[config.mk]
export PLATFORM = sky130hd
export DESIGN_NAME = data_memory_ctrl
export DESIGN_NICKNAME = d
export VERILOG_FILES = /design/src/rtl/data_memory_ctrl.sv
export SDC_FILE = /design/constraint.sdc
export NUM_CORES = 1
export LEC_CHECK = 0
export CELL_PAD_IN_SITES_DETAIL_PLACEMENT = 0
export CELL_PAD_IN_SITES_GLOBAL_PLACEMENT = 1
export CORE_UTILIZATION = 49
export CTS_CLUSTER_DIAMETER = 30
export CTS_CLUSTER_SIZE = 24
export DETAILED_ROUTE_END_ITERATION = 10
export GPL_ROUTABILITY_DRIVEN = 1
export GPL_TIMING_DRIVEN = 0
export PLACE_DENSITY_LB_ADDON = 0.2
export SYNTH_ARGS = -nofsm -noshare
export SYNTH_HDL_FRONTEND = slang
export SYNTH_SLANG_ARGS = --single-unit
[constraint.sdc]
create_clock -name clk -period 2.6 [get_ports clk]
set_clock_uncertainty 0.2 [all_clocks]
set_input_delay 0.52 -clock clk [delete_from_list [all_inputs] [get_ports clk]]
set_output_delay 0.52 -clock clk [all_outputs]
set_load 0.01 [all_outputs]
[src/rtl/data_memory_ctrl.sv]
// Single-port data memory with request/response handshake, byte-lane writes,
// alignment/range checking and a post-reset init sweep.
module data_memory_ctrl #(
  parameter int DATA_W    = 32,
  parameter int DEPTH     = 32,
  parameter int ADDR_W    = 32,
  parameter int INIT_MODE = 1
) (
  input  logic                clk,
  input  logic                rst,
  input  logic                req,
  input  logic                we,
  input  logic [ADDR_W-1:0]   addr,
  input  logic [DATA_W-1:0]   wd,
  input  logic [DATA_W/8-1:0] be,
  output logic                ready,
  output logic                resp_valid,
  output logic                resp_err,
  output logic [DATA_W-1:0]   rdata,
  output logic                init_done
);

  localparam int NBYTES = DATA_W / 8;
  localparam int OFFS   = $clog2(NBYTES);
  localparam int IDX_W  = $clog2(DEPTH);

  typedef enum logic {
    ST_INIT = 1'b0,
    ST_RUN  = 1'b1
  } state_t;

  state_t             state_r;
  state_t             state_nxt_s;
  logic [IDX_W-1:0]   init_cnt_r;
  logic [DATA_W-1:0]  mem_r [DEPTH];
  logic               ready_r;
  logic               init_done_r;
  logic               resp_valid_r;
  logic               resp_err_r;
  logic [DATA_W-1:0]  rdata_r;

  logic               init_we_s;
  logic [DATA_W-1:0]  init_word_s;
  logic               accept_s;
  logic               misalign_s;
  logic               oor_s;
  logic               err_s;
  logic               wr_en_s;
  logic               rd_en_s;
  logic [IDX_W-1:0]   idx_s;
  logic [ADDR_W-1:0]  addr_hi_s;

  // Next-state logic of the init sweep
  always_comb begin
    state_nxt_s = state_r;
    init_we_s   = 1'b0;
    case (state_r)
      ST_INIT: begin
        init_we_s = 1'b1;
        if (init_cnt_r == IDX_W'(DEPTH - 1)) begin
          state_nxt_s = ST_RUN;
        end else begin
          state_nxt_s = ST_INIT;
        end
      end
      ST_RUN:  state_nxt_s = ST_RUN;
      default: state_nxt_s = ST_INIT;
    endcase
  end

  // Init pattern for the word currently addressed by the sweep counter
  always_comb begin
    init_word_s = '0;
    if (INIT_MODE == 1) begin
      init_word_s = DATA_W'(init_cnt_r);
    end else begin
      init_word_s = '0;
    end
  end

  // Request decode: any address bit above the word index means out of range
  always_comb begin
    accept_s   = req & ready_r;
    misalign_s = |addr[OFFS-1:0];
    addr_hi_s  = addr >> (OFFS + IDX_W);
    oor_s      = |addr_hi_s;
    err_s      = misalign_s | oor_s;
    idx_s      = addr[OFFS +: IDX_W];
    wr_en_s    = accept_s & we & ~err_s;
    rd_en_s    = accept_s & ~we & ~err_s;
  end

  // Control state, sweep counter and registered response outputs
  always_ff @(posedge clk or negedge rst) begin
    if (!rst) begin
      state_r      <= ST_INIT;
      init_cnt_r   <= '0;
      ready_r      <= 1'b0;
      init_done_r  <= 1'b0;
      resp_valid_r <= 1'b0;
      resp_err_r   <= 1'b0;
      rdata_r      <= '0;
    end else begin
      state_r      <= state_nxt_s;
      init_cnt_r   <= init_we_s ? init_cnt_r + IDX_W'(1) : init_cnt_r;
      ready_r      <= (state_nxt_s == ST_RUN);
      init_done_r  <= (state_nxt_s == ST_RUN);
      resp_valid_r <= accept_s;
      resp_err_r   <= accept_s & err_s;
      rdata_r      <= rd_en_s ? mem_r[idx_s] : '0;
    end
  end

  // Storage array; contents are defined only once the sweep has run
  always_ff @(posedge clk) begin
    if (init_we_s) begin
      mem_r[init_cnt_r] <= init_word_s;
    end else if (wr_en_s) begin
      for (int k = 0; k < NBYTES; k++) begin
        if (be[k]) begin
          mem_r[idx_s][8*k +: 8] <= wd[8*k +: 8];
        end
      end
    end
  end

  assign ready      = ready_r;
  assign init_done  = init_done_r;
  assign resp_valid = resp_valid_r;
  assign resp_err   = resp_err_r;
  assign rdata      = rdata_r;

endmodule

==> metrics.cfg <==
[run_status]
status=complete, but fails checks
violations=negative setup slack

[detailed_routing]
wl_um=124000
dr.pass1.iters=5
antenna_left=0
drcViolationCount=0
viasPerCell=6.27
wl_per_cell_um=33.4
drt_iter0_markers=2987
route.vias.total=23200

[pwr]
power.density_nw_per_um2=828
power.leakage_nw=20.3
p_total_mw=45.2
vdd_drop_max_uv=551

[global_routing]
grt_pass1_wl_um=172000
grt_overflow=0
grt.total_usage_pct=29.2
antenna_found_initial=2
grt_pass1_vias=23500
grt_max_degree=41

[sta]
finalHoldViolCount=0
drv_slew=0
worst_pin_slew_ns=1.35
rsz0062_at_grt=yes
min_period_over_period_pct=101
setup_slack_ns=-0.0361
max-slew-margin-rel_pct=9.82
setup_viol=28
finalCriticalPeriod_ns=2.64
fmax_mhz=379

[place]
dp_hpwl_um=76900
post-place-cells=3187
port_buffers=104
place.gp.congestion=0.916

[synthesis]
ys_warn_count=0
synth_area_leaders=edfxtp_1 74%, mux4_2 14%, dfrtp_1 2.4%, a22oi_1 2.3%, nor2_1 1.7%
synth_top_area_share_pct=74.3
synth-edff-count=1024
syn_inst=2000
yosys.area.top_type=edfxtp_1
ys_seq_area_share_pct=76.8
synth_fp_nets=2074
synthFlopType=edfxtp_1
synthDistinctLibCells=38
syn_area_um2=41400
avgSynthCellArea_um2=20.7
async_reset_ff_share_pct=3.76
ys_ff_latch=1064

[clock_tree]
cts_htree_levels=4
clk_path_buf_depth=3
cts_tree=built
cts.sinks=1064
cts_root_buf=clkbuf_16
clkLatencyLatePin_ns=0.74
cts_buffers=186
clk_pin_slew_worst_paths_ns=0.05

[die]
initial_core_util_pct=49.5
fp.dieW_um=293
dieArea_um2=85600
coreArea_um2=83600
die_h_um=293
row_count=106
pin_count=108

[hold_path]
hp-class=in -> reg
min_path_cells=6
hold-path-endpoint=resp_err
hold_start=addr[14]

[finish]
nets=2527
nFillCells=5341
final_cell_mix=1,024 x edfxtp_1, 256 x mux4_2, 191 x clkbuf_16
utilization_pct=65.4
area_growth_pct=32.0
final_common_cell=edfxtp_1
layout-drive-gt1-share_pct=39.7
finalNonFillerCells=3696

[critical_path]
endpoint_kind=flop
crit_chain=clkdlybuf4s50_1 > o41ai_2 > nor4_4 > buf_6 > buf_12 > buf_6 > buf_16 > mux2i_4 > buf_12 > nor2_4
reg2regPathDepth=8
rrSetupSlack_ns=0.03
cp_slowest_cell=o41ai_2
required_ns=2.81
start_kind=primary input
reg2reg_from=init_cnt_r[0]
critical_path_class=in -> reg
reg2reg_to=mem_r[24][30]
cp_max_fo=8
max_stage_delay_ns=0.55
arrival_ns=2.84

[job]
drv.max_cap_violation_count=0

[per-stage QoR]
step / hold WS [ns] / instance area (um^2) / worst slack (ns) / TNS (ns)
after CTS: 0.178 / 54200 / -0.167 / -19.38
after floorplan: 0.0244 / 41400 / -0.107 / -123.37
final: 0.137 / 54600 / -0.0361 / -0.466
after detailed placement: 0.403 / 43800 / -2.16 / -3568.44
after global placement: 0.401 / 43800 / -2.18 / -3573.33
after global routing: 0.147 / 54600 / -0.0491 / -5.79
[cell type report]
type | count | area [um^2] | area share, %
antenna | 2 | 5.00 | 0.00916
inverter | 2 | 7.51 | 0.0137
multi-input combinational | 809 | 10600 | 19.4
clock inverter | 130 | 1760 | 3.23
timing repair buffer | 266 | 3440 | 6.29
tap | 1080 | 1350 | 2.47
clock buffer | 219 | 4920 | 9.02
buffer | 124 | 774 | 1.42
sequential | 1064 | 31800 | 58.1
[how the worst max path moves through the flow]
| stage | endpoint | start | slack (ns) | cells after the start |
|---|---|---|---|---|
| after floorplan | mem_r[31][16] | addr[15] | -0.11 | 7 |
| after global placement | mem_r[30][24] | addr[1] | -2.18 | 8 |
| after detailed placement | mem_r[30][27] | addr[1] | -2.16 | 8 |
| final | mem_r[30][27] | be[0] | -0.04 | 10 |
| after CTS | rdata[20] | addr[4] | -0.17 | 7 |
| after global routing | mem_r[23][28] | addr[29] | -0.05 | 13 |
[sequential cells by signal, summed over array words and instances (netlist names)]
name	cells
init_cnt_r	5
init_done	1
mem_r	1024
rdata	32
resp_err	1
resp_valid	1
[timing repair]
action	4_1_cts	5_1_grt
gates resized for setup	462	86
pin swaps	65	20
endpoints found under the setup margin	2080	2072
cloned	4	1
endpoints found under the hold margin	40	0
hold buffers	1	0
setup buffers	137	19
[critical path: cells and delay by family]
kind,cells,cell delay (ns)
compound gates,1,0.55
buf+inv,6,1.21
mux,1,0.20
simple gates,2,0.34
[cells in the mapped netlist (3+ instances only)]
cell type / count
a22o_1: 32
buf_6: 4
dfrtp_1: 40
buf_4: 8
nand3_1: 3
nor3_1: 15
nand2_1: 76
nand3b_1: 5
a22oi_1: 128
nor2b_1: 6
buf_2: 39
and2_1: 30
buf_1: 16
nor4_1: 6
mux4_2: 256
mux2_2: 6
or2_2: 3
clkbuf_1: 56
mux2i_1: 32
nor2_1: 186
nand2b_1: 6
a21boi_1: 4
edfxtp_1: 1024
[where the power goes]
| part | leakage, nW | internal (mW) | switching, mW |
|---|---|---|---|
| clock | 3.22 | 17.2 | 8.49 |
| combinational | 5.07 | 0.362 | 0.671 |
| sequential | 12.0 | 18.5 | 0.000481 |
[layer usage]
layer / share of wire, % / vias to the layer above / track usage (%)
li1: - / 9263 / -
met1: 39 / 12200 / 40.0
met2: 47 / 1348 / 44.7
met3: 9.9 / 324 / 7.44
met4: 4.3 / 4 / 12.9
met5: 0.019 / - / 0
[cells by family (layout without fill, tap and decap cells)]
group,after synthesis,in the layout,synth area share [%]
DFF,1064,1064,76.8
other,0,2,0
adders and majority gates,2,2,0.0605
AOI/OAI and AO/OA,166,166,3.11
buffers and inverters,128,741,1.53
xor gates and xnor gates,3,3,0.0635
muxes,294,294,14.9
and+or+nand+nor,343,344,3.61
Power figures use the tool's default switching activity.
